## config.mk

```make
export PLATFORM = sky130hd
export DESIGN_NAME = seq_mul_unit
export DESIGN_NICKNAME = d
export VERILOG_FILES = /design/src/rtl/seq_mul_unit.sv
export SDC_FILE = /design/constraint.sdc
export NUM_CORES = 1
export LEC_CHECK = 0
export ABC_AREA = 1
export BUFFER_PORTS_ARGS = -buffer_cell sky130_fd_sc_hd__buf_2
export CAP_MARGIN = 20
export CORE_UTILIZATION = 50
export CTS_BUF_LIST = sky130_fd_sc_hd__clkbuf_8
export DETAILED_ROUTE_END_ITERATION = 10
export PLACE_DENSITY = 0.69
export SLEW_MARGIN = 20
export SYNTH_ARGS = -nofsm -noshare
export SYNTH_HDL_FRONTEND = slang
export SYNTH_SLANG_ARGS = --single-unit
```

## constraint.sdc

```tcl
create_clock -name clk -period 5.5 [get_ports clk]
set_input_delay 0.275 -clock clk [delete_from_list [all_inputs] [get_ports clk]]
set_output_delay 0.275 -clock clk [all_outputs]
set_load 0.1 [all_outputs]
```

## src/rtl/seq_mul_unit.sv

```systemverilog
// -----------------------------------------------------------------------------
// seq_mul_unit
// Iterative shift-add multiplier feeding the CPU HI/LO path. A MULT (signed)
// or MULTU (unsigned) request starts a WIDTH-cycle shift-add loop on operand
// magnitudes, followed by one sign-fix cycle that stores the 2*WIDTH-bit
// product. An OUT request copies the stored product onto dataOut.
//
// Ports:
//   clk       in   rising-edge clock
//   reset     in   asynchronous active-low reset
//   op_valid  in   request strobe, sampled each rising edge
//   Signal    in   6-bit funct code of the request
//   dataA     in   multiplicand (sampled only on an accepted MULT/MULTU)
//   dataB     in   multiplier   (sampled only on an accepted MULT/MULTU)
//   busy      out  high while a multiply is in progress (CALC or FIX)
//   done      out  one-cycle pulse: product has been stored
//   reject    out  one-cycle pulse: MULT/MULTU/OUT dropped because busy
//   dataOut   out  registered product output, updated only by OUT or reset
// -----------------------------------------------------------------------------
module seq_mul_unit #(
    parameter int         WIDTH       = 32,
    parameter logic [5:0] FUNCT_MULT  = 6'd24,
    parameter logic [5:0] FUNCT_MULTU = 6'd25,
    parameter logic [5:0] FUNCT_OUT   = 6'd63
) (
    input  logic                 clk,
    input  logic                 reset,
    input  logic                 op_valid,
    input  logic [5:0]           Signal,
    input  logic [WIDTH-1:0]     dataA,
    input  logic [WIDTH-1:0]     dataB,
    output logic                 busy,
    output logic                 done,
    output logic                 reject,
    output logic [2*WIDTH-1:0]   dataOut
);

    localparam int                CW       = $clog2(WIDTH + 1);
    localparam logic [CW-1:0]     CNT_LOAD = CW'(WIDTH);
    localparam logic [CW-1:0]     CNT_ONE  = CW'(1);
    localparam logic [WIDTH-1:0]  ONE_W    = {{(WIDTH-1){1'b0}}, 1'b1};
    localparam logic [2*WIDTH-1:0] ONE_2W  = {{(2*WIDTH-1){1'b0}}, 1'b1};

    typedef enum logic [1:0] {
        IDLE = 2'd0,
        CALC = 2'd1,
        FIX  = 2'd2
    } state_t;

    state_t               state_r, state_s;
    logic [2*WIDTH:0]     acc_r, acc_s;
    logic [WIDTH-1:0]     a_mag_r, a_mag_s;
    logic [WIDTH-1:0]     b_mag_r, b_mag_s;
    logic                 neg_r, neg_s;
    logic [CW-1:0]        cnt_r, cnt_s;
    logic [2*WIDTH-1:0]   prod_r, prod_s;
    logic [2*WIDTH-1:0]   dout_s;
    logic                 busy_s, done_s, reject_s;
    logic [WIDTH:0]       upper_s;
    logic                 is_mul_s, is_out_s;

    // Two's-complement magnitude as an unsigned WIDTH-bit value; the most
    // negative input maps onto 2^(WIDTH-1), which still fits unsigned.
    function automatic logic [WIDTH-1:0] abs_mag(input logic [WIDTH-1:0] v);
        logic [WIDTH-1:0] r;
        if (v[WIDTH-1]) begin
            r = ~v + ONE_W;
        end else begin
            r = v;
        end
        return r;
    endfunction

    // Next-state, datapath and output decode for the IDLE/CALC/FIX sequencer.
    always_comb begin
        state_s  = state_r;
        acc_s    = acc_r;
        a_mag_s  = a_mag_r;
        b_mag_s  = b_mag_r;
        neg_s    = neg_r;
        cnt_s    = cnt_r;
        prod_s   = prod_r;
        dout_s   = dataOut;
        done_s   = 1'b0;
        reject_s = 1'b0;
        // Upper accumulator half plus multiplicand; the top accumulator bit
        // is always zero here, so the sum never carries out of WIDTH+1 bits.
        upper_s  = acc_r[2*WIDTH:WIDTH] + {1'b0, a_mag_r};
        is_mul_s = op_valid && ((Signal == FUNCT_MULT) || (Signal == FUNCT_MULTU));
        is_out_s = op_valid && (Signal == FUNCT_OUT);

        case (state_r)
            IDLE: begin
                if (is_mul_s) begin
                    if (Signal == FUNCT_MULT) begin
                        a_mag_s = abs_mag(dataA);
                        b_mag_s = abs_mag(dataB);
                        neg_s   = dataA[WIDTH-1] ^ dataB[WIDTH-1];
                    end else begin
                        a_mag_s = dataA;
                        b_mag_s = dataB;
                        neg_s   = 1'b0;
                    end
                    acc_s   = {(2*WIDTH+1){1'b0}};
                    cnt_s   = CNT_LOAD;
                    state_s = CALC;
                end else if (is_out_s) begin
                    dout_s = prod_r;
                end else begin
                    state_s = IDLE;
                end
            end
            CALC: begin
                reject_s = is_mul_s || is_out_s;
                if (b_mag_r[0]) begin
                    acc_s = {1'b0, upper_s, acc_r[WIDTH-1:1]};
                end else begin
                    acc_s = {1'b0, acc_r[2*WIDTH:1]};
                end
                b_mag_s = {1'b0, b_mag_r[WIDTH-1:1]};
                cnt_s   = cnt_r - CNT_ONE;
                if (cnt_r == CNT_ONE) begin
                    state_s = FIX;
                end else begin
                    state_s = CALC;
                end
            end
            FIX: begin
                reject_s = is_mul_s || is_out_s;
                if (neg_r) begin
                    prod_s = ~acc_r[2*WIDTH-1:0] + ONE_2W;
                end else begin
                    prod_s = acc_r[2*WIDTH-1:0];
                end
                done_s  = 1'b1;
                state_s = IDLE;
            end
            default: begin
                state_s = IDLE;
            end
        endcase

        busy_s = (state_s != IDLE);
    end

    // State and datapath registers; reset aborts any multiply in flight.
    always_ff @(posedge clk or negedge reset) begin
        if (!reset) begin
            state_r <= IDLE;
            acc_r   <= {(2*WIDTH+1){1'b0}};
            a_mag_r <= {WIDTH{1'b0}};
            b_mag_r <= {WIDTH{1'b0}};
            neg_r   <= 1'b0;
            cnt_r   <= {CW{1'b0}};
            prod_r  <= {(2*WIDTH){1'b0}};
            dataOut <= {(2*WIDTH){1'b0}};
            busy    <= 1'b0;
            done    <= 1'b0;
            reject  <= 1'b0;
        end else begin
            state_r <= state_s;
            acc_r   <= acc_s;
            a_mag_r <= a_mag_s;
            b_mag_r <= b_mag_s;
            neg_r   <= neg_s;
            cnt_r   <= cnt_s;
            prod_r  <= prod_s;
            dataOut <= dout_s;
            busy    <= busy_s;
            done    <= done_s;
            reject  <= reject_s;
        end
    end

endmodule

```

# Yosys cells after proc, flatten, opt, wreduce, memory -nomap -nowiden
# Index checks and enable logic that the tools add are counted.
# word_totals
register_bits,269
input_bits,73
output_inout_bits,67
wordCells,58
# op_classes
add_sub_neg,5
eq_ne,7
muxes,19
n_bitwise,5
reduce_logical,11
# op_table
op,count
$mux 32,5
$pmux 65 s2,1
$mux 64,2
$mux 65,1
$add 32x1->32 const B,2
$add 64x1->64 const B,1
$not 32->32,2
$not 64->64,1
$pmux 32 s2,1
$add 33x32->33,1
$eq 6x5->1 const B,2
$pmux 6 s2,1
$eq 6x1->1 const B,1
$eq 6x6->1 const B,1
$mux 2,3
$mux 6,1
$sub 6x1->6 const B,1
$pmux 2 s2,1
$reduce_and 2->1,2
$reduce_bool 2->1,2
$mux 1,3
$reduce_and 3->1,1
$eq 2x1->1 const B,1
$eq 2x2->1 const B,1
7 further kinds,9

# Depth between registers and ports, before layout
# Gate-level depths: netlist of the first run.
# depth
ltp_word,6
depth_mapped,15
ltp_nobuf,15

# Least setup slack after synthesis of the first run
# OpenSTA, ideal clock, no wires.
# synth_timing
kind,register to register
from,register acc_r[32]
to,register acc_r[51]
setup_time_ns,0.132
t_arrival_ns,1.780
required_ns,5.368
path_slack_ns,3.588
stages_incl_launch_ff,14
n_path_buf,0
synth_period_minus_slack_ns,1.912
cell_sequence,dfrtp_1 -> ha_1 -> inv_1 -> fa_1 -> inv_1 -> nand3_1 -> nand3_1 -> nand2_1 -> nand3_1 -> nand2_1 -> nand3_1 -> nand3_1 -> nand2_1 -> o21ai_0
# synth_via
elab_chain_len,3
# synth_rtl
element,line,source
start: declaration,51,"logic [2*WIDTH:0] acc_r, acc_s;"
start signal: assignment,150,acc_r <= {(2*WIDTH+1){1'b0}};
start signal: assignment,162,acc_r <= acc_s;
$add 33x32->33,88,"upper_s = acc_r[2*WIDTH:WIDTH] + {1'b0, a_mag_r};"
$mux 64,115,if (b_mag_r[0]) begin
$pmux 65 s2,92,case (state_r)
# No other way between the ends.
# A chain may end at the register's enable or synchronous reset.

# Final worst setup path of the first run
# layout_timing
from,register state_r[0]
to,register acc_r[38]
# layout_via
elab_chain_len,3
elab_cells_between_ends,6
classes_between,2 x eq/ne; 1 x mux; 3 x reduce/logical
# layout_rtl
element,line,source
start: declaration,50,"state_t state_r, state_s;"
start signal: assignment,161,state_r <= state_s;
$eq 2x1->1 or $logic_not 2->1 (tied branches),92,
$reduce_bool 2->1 (no line) or $ne 2x2->1 (tied branches),n/a,
$reduce_and 2->1 (no line),n/a,
# Parallel ways exist; a longest one is shown, timed or not.

==> results of run 1 <==
==> flip-flops by register name, indices dropped and copies added (netlist names) <==
name,cells
prod_r,64
reject,1
b_mag_r,32
acc_r,64
cnt_r,6
dataOut,64
done,1
busy,1
a_mag_r,32
neg_r,1
state_r,2
==> power by group through the flow <==
| stage | Sequential, W | Clock (W) | Combinational, W |
|---|---|---|---|
| 5_1_grt | 0.00284 | 0.00205 | 0.00439 |
| 4_1_cts | 0.00279 | 0.00197 | 0.00385 |
| 3_3_place_gp | 0.00281 | 0 | 0.00380 |
| 3_5_place_dp | 0.00282 | 0 | 0.00383 |
| 6_report | 0.00280 | 0.00192 | 0.00389 |
| 2_1_floorplan | 0.00280 | 0 | 0.00270 |
==> area by class of cell <==
cell class	instances	area share
Tap cell	442	0.02918
Timing Repair Buffer	157	0.04582
Inverter	324	0.06430
Clock buffer	57	0.04139
Multi-Input combinational cell	1825	0.4541
Clock inverter	27	0.01122
Sequential cell	268	0.3539
==> worst reg2reg max path: cells and delay by family (launching register included) <==
| family | cells | cell delay, ns |
|---|---|---|
| buffers and inverters | 4 | 0.98 |
| and+or+nand+nor | 3 | 1.54 |
| AOI/OAI and AO/OA | 2 | 0.26 |
| adders and majority gates | 1 | 0.19 |
| DFF | 1 | 0.38 |
==> path summary, 6_finish.rpt <==
check,from,depth (start not counted),to
worst max register to register,state_r[0],10,acc_r[38]
max in group asynchronous,reset,3,dataOut[58]
worst min register to register,dataOut[21],2,dataOut[21]
min in group asynchronous,reset,2,dataOut[7]
worst min-delay path,dataB[16],5,b_mag_r[16]
worst max-delay path,state_r[0],10,acc_r[38]
==> cell usage after synthesis (3+ instances only) <==
cell | number | area [um^2]
nand2_1 | 866 | 3251
inv_2 | 6 | 22.52
o21ai_0 | 160 | 800.8
or2_2 | 4 | 25.02
o21ai_2 | 7 | 61.31
o21bai_1 | 3 | 22.52
nor3_1 | 17 | 85.08
inv_1 | 315 | 1182
xnor2_1 | 5 | 43.79
clkbuf_1 | 46 | 172.7
buf_2 | 19 | 95.09
buf_1 | 8 | 30.03
dfrtp_1 | 268 | 6706
buf_6 | 3 | 33.78
a31oi_1 | 3 | 18.77
nor2_2 | 6 | 37.54
nor2_1 | 230 | 863.3
o22ai_1 | 36 | 225.2
o211ai_1 | 7 | 52.55
nand3b_1 | 3 | 22.52
o31ai_1 | 4 | 30.03
o221ai_1 | 3 | 26.28
a21oi_1 | 85 | 425.4
nand4_1 | 37 | 231.5
nor2_4 | 3 | 33.78
ha_1 | 40 | 500.5
a21oi_2 | 7 | 61.31
nand3_1 | 202 | 1011
nand2_2 | 4 | 25.02
xor2_1 | 44 | 385.4
o21ai_1 | 32 | 160.2
==> repair_timing <==
item,in CTS,in global routing
endpoints found under the setup margin,0,0
hold buffers,6,0
endpoints found under the hold margin,81,0
==> kinds of logic after synthesis <==
group                      after synthesis
and+or+nand+nor                       1384
buffers and inverters                  402
AOI/OAI and AO/OA                      351
DFF                                    268
xor gates and xnor gates                49
adders and majority gates               41
==> per-layer routing <==
| metal | vias up | track usage |
|---|---|---|
| met5 | - | 0 |
| met3 | 116 | 0.03502 |
| met4 | 0 | 0.1272 |
| li1 | 8207 | - |
| met2 | 467 | 0.4992 |
| met1 | 7411 | 0.3797 |
==> through the flow <==
step	total power, W	setup slack [ns]	utilization	std cells
finish	0.008612	2.001	0.5766	3100
CTS	0.008607	2.046	0.5766	3100
global route	0.009289	1.667	0.5766	3100
global placement	0.006606	2.159	0.5445	3010
detailed placement	0.006654	2.055	0.5445	3010
floorplan	0.005501	3.588	-	2495
==> cell usage in the layout, fill, tap and decap left out, types with 5 or more instances in the layout <==
| cell | n |
|---|---|
| a21oi_1 | 85 |
| a21oi_2 | 6 |
| buf_2 | 138 |
| buf_4 | 11 |
| clkbuf_8 | 57 |
| clkinv_2 | 6 |
| dfrtp_1 | 267 |
| dlygate4sd3_1 | 6 |
| ha_1 | 39 |
| inv_1 | 329 |
| inv_2 | 6 |
| nand2_1 | 866 |
| nand3_1 | 202 |
| nand4_1 | 37 |
| nor2_1 | 230 |
| nor2_2 | 5 |
| nor3_1 | 17 |
| o211ai_1 | 7 |
| o21ai_0 | 160 |
| o21ai_1 | 32 |
| o21ai_2 | 7 |
| o22ai_1 | 36 |
| xnor2_1 | 5 |
| xor2_1 | 44 |
==> results.md, run 1 <==
* Post-Syn Instances at 2495
* Post-synthesis simple-gate area fraction at 0.3391
* Wire length on met2 at 23350 um
* Top FF cell, synth: dfrtp_1
* Syn-to-layout area delta at 12.38%
* Xor/xnor cell area share of the yosys netlist at 0.02545
* Die width at 185.7 um
* CP Class: reg -> reg
* Post-CTS Setup Inserts at 0
* Clk slew on worst S/H paths at 0.07 ns
* Core area at 32870 um^2
* Slowest stage cell, crit path: nand2_4
* F_max at 285.8 MHz
* Cell Pwr Density at 454.4 nW/um^2
* Total number of vias at 16200
* Initial Util at 0.5131
* Sequential fraction of the synthesis area at 0.3977
* Post-Route WL at 49530 um
* Met3 wire len at 2599 um
* Setup TNS at 0 ns
* Clk_skew at 0.02716 ns
* Multi-input gate area at 8607 um^2
* Reg power frac at 0.325
* Worst hold slack at 0.02088 ns
* Final antenna-violating net count at 0
* Leak at 10.40 nW
* Post-synth EDFFs at 0
* Ys async rst share at 1.000
* Avg Synthesized Cell Area at 6.759 um^2
* TritonCTS Buffers at 46
* IO Count at 140
* DP HPWL at 37500 um
* Die area at 34470 um^2
* Post-synthesis mux area share at 0
* Outcome: finished clean
* CTS tree: built
* Max cap viols at 0
* Reg-to-reg slack, setup at 2.00 ns
* Part of the cycle the worst path needs at 0.6361
* Largest net degree at the start of global routing at 134
* Max IR drop VDD at 0.0002906 V
* Switch share at 0.4638
* Tmin final at 3.499 ns
* WP data arrival at 3.92 ns
* FILL cells at 3300
* Layout Nets at 2736
* Drt wl/cell at 15.98 um
* # port buffers at 139
* Cell variety after synth at 49
* Root Buffer: clkbuf_8
* Total GRT Usage at 0.2948
* N_diodes at 0
* Layout cells sized above 1 at 0.1012
* Met1 wire length at 21450 um
* Highest Signal Layer: met4
* Slew Limit Fails at 0
* Initial detailed-routing violation count at 1122
* Maximum fanout along the worst path at 71
* Mapped Area at 16860 um^2
* Post-cts resize count at 0
* Yosys reg bits at 268
* Initial antenna violation count at 0
* Synthesized-area fraction occupied by adder cells at 0.03087
* Comb pwr share at 0.451
* CP required at 5.92 ns
* GRT Residual Overflow at 0
* Clk sink count at 268
* Slew HR at 0.4195
* Internal power at 0.004617 W
* Largest family of logic cells by synthesized area: simple AND/OR/NAND/NOR gates
* Net count after synthesis at 2609
* RD Place Congestion at 0.9696
* Worst Tran Pin Value at 0.8708 ns
* Cell area after placement at 17890 um^2
* Post-route design area at 18950 um^2
* RSZ-0062 raised after global routing: no
* Die height at 185.7 um
* P_sw at 0.003995 W
* Top delay family on crit path: simple AND/OR/NAND/NOR gates
* First-pass GRT wire length at 79580 um
* CP bufs+invs at 4
* DR pass1 iterations at 6
* Crit-path cells: inv_1 -> ha_1 -> inv_1 -> nor2_8 -> inv_4 -> nand2_4 -> nand2_4 -> inv_1 -> o211ai_1 -> o21ai_0
* Slowest stage delay, CP at 0.82 ns
* Synth Warn # at 0
* Hold Crit Class: in -> reg
* Startpoint types: flip-flop
* Most frequent cell on the critical path: inv_1
* DRC at 0
* Worst setup EP type: flip-flop
* Final Hold Fails at 0
* Clock power frac at 0.223
* H-tree depth at 2
* Clock latency at the later pin of the worst-skew pair at 0.57 ns
* Clock Path Buffers at 3
* FF+latch area at 6708 um^2
* Compound-cell area share of the yosys netlist at 0.1140
* Vias/cell at 5.226
* Number of global-route vias before repair at 15430
* Final setup viols at 0
* Rows at 66
Power figures use the tool's default switching activity.
==> run 2: changes to the inputs <==
--- a/config.mk
+++ b/config.mk
@@ -11,7 +11,7 @@
 export CORE_UTILIZATION = 50
 export CTS_BUF_LIST = sky130_fd_sc_hd__clkbuf_8
 export DETAILED_ROUTE_END_ITERATION = 10
-export PLACE_DENSITY = 0.69
+export PLACE_DENSITY = 0.71
 export SLEW_MARGIN = 20
 export SYNTH_ARGS = -nofsm -noshare
 export SYNTH_HDL_FRONTEND = slang
==> constraint.sdc (replaced) <==
create_clock -name clk -period 3 [get_ports clk]
set_input_delay 0.15 -clock clk [delete_from_list [all_inputs] [get_ports clk]]
set_output_delay 0.15 -clock clk [all_outputs]
set_load 0.1 [all_outputs]
==> run 2 against run 1 <==
Compared with the run above: first-iteration DRC count grew 5.8%; global-route usage grew 0.48 points; die area is the same; register-to-register slack lost 1.3 ns; utilization grew 2.0 points; combinational power grew 88%; power grew 83%; sequential power grew 84%; critical endpoint is now b_mag_r[19]; maximum frequency grew 51%.
==> results.md, run 2 (same netlist as run 1, synthesis figures left out) <==
* Crit. Startpoint: state_r[0]
* Drt wl/cell at 15.89 um (-0.53%)
* RD Place Congestion at 0.9722 (+0.27%)
* Core area at 32870 um^2 (unchanged)
* Number of global-route vias before repair at 15920 (+3.2%)
* Cell Pwr Density at 803.5 nW/um^2 (+77%)
* Slew Limit Fails at 0 (unchanged)
* Dpl ws at 0.6711 ns (-1.384 ns)
* DR pass1 iterations at 6 (unchanged)
* Post-CTS Setup Inserts at 0 (unchanged)
* Clk slew on worst S/H paths at 0.06 ns (about the same)
* Post-CTS Hold Buffers at 64 (+58)
* Biggest regs: acc_r x64, dataOut x64, prod_r x64
* R2r endpoint: b_mag_r[19]
* Hold Crit Class: in -> reg
* Hold depth at 5 (unchanged)
* Initial detailed-routing violation count at 1187 (+5.8%)
* F_max at 430.9 MHz (+51%)
* Final Hold Fails at 0 (unchanged)
* Final worst slack at 0.6793 ns (-1.322 ns)
* Reg2reg start: state_r[0]
* Startpoint types: flip-flop
* Syn-to-layout area delta at 16.25%
* Clk sink count at 268 (unchanged)
* Worst setup EP type: flip-flop
* Clk_skew at 0.03021 ns (+0.003044 ns)
* Worst Tran Pin Value at 0.7876 ns (-0.08320 ns)
* Max IR drop VDD at 0.0004030 V (+39%)
* Vias/cell at 5.328 (+2.0%)
* Post-cts resize count at 0 (unchanged)
* DRC at 0 (unchanged)
* First-pass GRT wire length at 81300 um (+2.2%)
* # port buffers at 139 (unchanged)
* IO Count at 140 (unchanged)
* Die height at 185.7 um (unchanged)
* Total power at 0.01575 W (+83%)
* TritonCTS Buffers at 46 (unchanged)
* Rows at 66 (unchanged)
* Final antenna-violating net count at 0 (unchanged)
* Commonest non-fill, non-tap cell in the layout: nand2_1
* H-tree depth at 2 (unchanged)
* Total number of vias at 16890 (+4.2%)
* CP Class: reg -> reg
* Post-Route WL at 50360 um (+1.7%)
* Initial Util at 0.5131 (unchanged)
* Hold Path Sink: b_mag_r[22]
* N_diodes at 0 (unchanged)
* WP data arrival at 2.83 ns (-1.09 ns)
* GRT Residual Overflow at 0 (unchanged)
* Max cap viols at 0 (unchanged)
* Worst reg-to-reg path cell count at 9 (-1)
* Clock Path Buffers at 3 (unchanged)
* CTS tree: built
* Part of the cycle the worst path needs at 0.7736 (+0.1375)
* Die area at 34470 um^2 (unchanged)
* Largest net degree at the start of global routing at 84 (-37%)
* Cell area after placement at 18060 um^2 (+0.91%)
* RSZ-0062 raised after global routing: no
* Initial antenna violation count at 0 (unchanged)
* Post-route design area at 19600 um^2 (+3.4%)
* CP required at 3.51 ns (-2.41 ns)
* Layout Nets at 2809 (+2.7%)
* Final setup viols at 0 (unchanged)
* Outcome: finished clean
* Leak at 10.68 nW (+2.7%)
* Slew HR at 0.4749 (+0.05547)
* Tmin final at 2.321 ns (-1.178 ns)
* Die width at 185.7 um (unchanged)
* Maximum fanout along the worst path at 70 (-1.4%)
* Root Buffer: clkbuf_8
* Layout cells sized above 1 at 0.1027 (+0.001473)
* Total GRT Usage at 0.2997 (+0.004839)
* Worst hold slack at 0.01360 ns (-0.007276 ns)
* Setup TNS at 0 ns (unchanged)
* Clock latency at the later pin of the worst-skew pair at 0.60 ns (+0.03 ns)
* Reg-to-reg slack, setup at 0.68 ns (-1.32 ns)
* Worst hold start: dataB[22]
* Most frequent cells in the layout: 866 x nand2_1, 329 x inv_1, 267 x dfrtp_1
* DP HPWL at 37920 um (+1.1%)
==> run 2: layout make-up <==
class                           instances  area, um^2
Clock inverter                         26       162.7
Inverter                              324        1219
Tap cell                              442       553.0
Multi-Input combinational cell       1825        8607
Timing Repair Buffer                  230        1612
Clock buffer                           54       743.2
Fill cell                            3211       13260
Sequential cell                       268        6708
==> run 2: how the worst max path moves through the flow <==
stage             endpoint  slack (ns)  cells after the start
3_3_place_gp   b_mag_r[19]        0.75                      9
5_1_grt        b_mag_r[19]        0.45                      9
6_report       b_mag_r[19]        0.68                      9
4_1_cts        b_mag_r[19]        0.67                      9
2_1_floorplan    acc_r[51]        1.09                     13
3_5_place_dp   b_mag_r[19]        0.67                      9
==> run 2: stage by stage <==
step / utilization / instances
after floorplan: - / 2495
after global placement: 0.5494 / 3025
after detailed placement: 0.5494 / 3025
after CTS: 0.5965 / 3169
after global routing: 0.5965 / 3169
final: 0.5965 / 3169
==> run 2: per-layer routing <==
layer  share of wire  wire length (um)  vias to the layer above  track usage
met3           0.056              2801                      123      0.03757
met5               0                 0                        -            0
met1            0.44             22200                     7843       0.3946
met4           0.044              2224                        0       0.1364
li1                -                 -                     8342            -
met2            0.46             23140                      577       0.4921
==> run 2: critical path: stages (launching register included) <==
cell	delay, ns
dfrtp_1	0.39
inv_1	0.09
ha_1	0.14
inv_1	0.15
nor2_8	0.33
inv_4	0.06
nand2_4	0.08
buf_4	0.60
o21ai_0	0.19
o21ai_0	0.19
==> run 2: report_power, final <==
part           total [W]  internal, W  switching [W]
Sequential       0.00516      0.00439       0.000777
Clock            0.00328      0.00173        0.00155
Combinational    0.00731      0.00220        0.00510
Total             0.0158      0.00832        0.00743
==> run 3: changes to the inputs <==
==> constraint.sdc (replaced) <==
create_clock -name clk -period 2.05 [get_ports clk]
set_input_delay 0.1025 -clock clk [delete_from_list [all_inputs] [get_ports clk]]
set_output_delay 0.1025 -clock clk [all_outputs]
set_load 0.1 [all_outputs]
==> run 3 against run 2 <==
Compared with the run above: combinational power is 75% higher; first-iteration DRC count fell by 9.6%; sequential share of layout area decreased by 1.8 points; sequential cell count unchanged; hold slack better by 0.021 ns; power up 57%; non-clock buffer count grew 90; via count increased by 2.1%; largest power group unchanged; largest cell class unchanged; clock-buffer cell count down 2.
==> results.md, run 3 (same netlist as run 1, synthesis figures left out) <==
* Outcome: finished clean
* H-tree depth at 2 (unchanged)
* GRT Residual Overflow at 0 (unchanged)
* Rows at 66 (unchanged)
* Clk sink count at 268 (unchanged)
* RD Place Congestion at 1.054 (+8.4%)
* DR pass1 iterations at 6 (unchanged)
* Hold depth at 5 (unchanged)
* Initial Util at 0.5131 (unchanged)
* Cell Pwr Density at 1194 nW/um^2 (+49%)
* Multi-input gate area at 9004 um^2 (+4.6%)
* Max cap viols at 0 (unchanged)
* Core area at 32870 um^2 (unchanged)
* N_diodes at 0 (unchanged)
* Commonest non-fill, non-tap cell in the layout: nand2_1
* F_max at 507.3 MHz (+18%)
* Biggest regs: acc_r x64, dataOut x64, prod_r x64
* Die area at 34470 um^2 (unchanged)
* Clock Path Buffers at 3 (unchanged)
* Post-Route WL at 52390 um (+4.0%)
* Reg power frac at 0.295 (-0.033)
* FILL cells at 3072 (-4.3%)
* Final setup viols at 0 (unchanged)
* Die width at 185.7 um (unchanged)
* Slew HR at 0.5259 (+0.05093)
* DP HPWL at 38950 um (+2.7%)
* Total number of vias at 17240 (+2.1%)
* Hold Crit Class: in -> reg
* Worst Tran Pin Value at 0.7052 ns (-0.08243 ns)
* Maximum fanout along the worst path at 8 (-89%)
* Initial detailed-routing violation count at 1073 (-9.6%)
* Post-route design area at 20720 um^2 (+5.7%)
* IO Count at 140 (unchanged)
* Layout cells sized above 1 at 0.1561 (+0.05344)
* Cell area after placement at 18750 um^2 (+3.8%)
* Clock latency at the later pin of the worst-skew pair at 0.60 ns (about the same)
* Most frequent cells in the layout: 856 x nand2_1, 321 x inv_1, 266 x dfrtp_1
* Number of global-route vias before repair at 16290 (+2.3%)
* Largest net degree at the start of global routing at 87 (+3.6%)
* Total GRT Usage at 0.3108 (+0.01116)
* Die height at 185.7 um (unchanged)
* CTS tree: built
* Internal power at 0.01331 W (+60%)
* FF+latch area at 6709 um^2 (about the same)
* Slew Limit Fails at 0 (unchanged)
* Layout Nets at 2898 (+3.2%)
* Comb pwr share at 0.517 (+0.053)
* Switch share at 0.4619 (-0.009763)
* Total power at 0.02474 W (+57%)
* # port buffers at 139 (unchanged)
* Clk_skew at 0.03280 ns (+0.002589 ns)
* Setup TNS at 0 ns (unchanged)
* Syn-to-layout area delta at 22.84%
* Final antenna-violating net count at 0 (unchanged)
* Final Hold Fails at 0 (unchanged)
* Drt wl/cell at 16.10 um (+1.3%)
* P_sw at 0.01143 W (+54%)
* DRC at 0 (unchanged)
* Startpoint types: flip-flop
* TritonCTS Buffers at 45 (-2.2%)
* Worst hold slack at 0.03423 ns (+0.02063 ns)
* Clock power frac at 0.188 (-0.020)
* CP Class: reg -> reg
* WP data arrival at 2.42 ns (-0.41 ns)
* Root Buffer: clkbuf_8
* Worst reg-to-reg path cell count at 10 (+1)
* Vias/cell at 5.297 (-0.59%)
* Layout Utilization at 0.6303 (+0.03384)
* Clk slew on worst S/H paths at 0.07 ns (about the same)
* Tmin final at 1.971 ns (-0.3496 ns)
* Leak at 11.16 nW (+4.5%)
* Initial antenna violation count at 0 (unchanged)
* CP required at 2.50 ns (-1.01 ns)
* Max IR drop VDD at 0.0007489 V (+86%)
* Worst setup EP type: flip-flop
* First-pass GRT wire length at 83950 um (+3.3%)
* Part of the cycle the worst path needs at 0.9615 (+0.1880)
==> run 3: cell types whose count changed in the layout (fill, tap and decap cells not counted), sizes merged <==
cell,previous run,this run
buf,166,251
dlygate4sd3,64,69
clkbuf,54,52
clkinv,9,7
inv,337,335
clkinvlp,3,4
==> run 3: routing by layer <==
metal / part of all wire / GRT usage
met5: 0 / 0
met4: 0.046 / 0.1384
met3: 0.064 / 0.04363
met2: 0.46 / 0.5173
met1: 0.43 / 0.4020
==> run 3: power groups by stage <==
stage | clock network, W | registers (W) | logic [W]
detailed placement | 0 | 0.00727 | 0.0118
global route | 0.00497 | 0.00739 | 0.0141
floorplan | 0 | 0.00752 | 0.00724
CTS | 0.00475 | 0.00719 | 0.0120
finish | 0.00466 | 0.00729 | 0.0128
global placement | 0 | 0.00723 | 0.0117
==> run 3: worst max-delay path, cell delays in order (launching register included) <==
cell and delay (ns):
dfrtp_1 0.39, nor2_1 0.18, nand2_1 0.11, nor2_1 0.19, nand2_2 0.15, o21ai_4 0.34, inv_2 0.08, nor2_1 0.10
nand2_1 0.05, nand3_1 0.15, o21ai_1 0.09
==> run 3: final timing paths <==
path                       startpoint          end  slack, ns
max reg2reg                  acc_r[7]   prod_r[27]       0.08
min in group asynchronous       reset  dataOut[11]       0.07
min                         Signal[5]        neg_r       0.03
max                          acc_r[7]   prod_r[27]       0.08
max in group asynchronous       reset   prod_r[47]       1.17
min reg2reg                prod_r[20]  dataOut[20]       0.46
==> run 3: repair_timing <==
action                                  4_1_cts  5_1_grt
gates resized for setup                       3       83
hold buffers                                 69        0
hold endpoints to repair                    307        0
pin swaps                                     0        5
endpoints found under the setup margin        2       57
buffers inserted                              0        3
==> run 3: stage by stage <==
stage / worst slack, ns / cells
3_5_place_dp: -0.03381 / 3107
4_1_cts: 0.01631 / 3251
3_3_place_gp: -0.05221 / 3107
2_1_floorplan: 0.1383 / 2495
5_1_grt: -0.02569 / 3254
6_report: 0.07883 / 3254
==> run 3: cell type report <==
cell class	instances	area share
Sequential cell	268	0.3239
Tap cell	442	0.02670
Timing Repair Buffer	320	0.1146
Multi-Input combinational cell	1825	0.4346
Inverter	324	0.05883
Clock inverter	23	0.006825
Clock buffer	52	0.03455
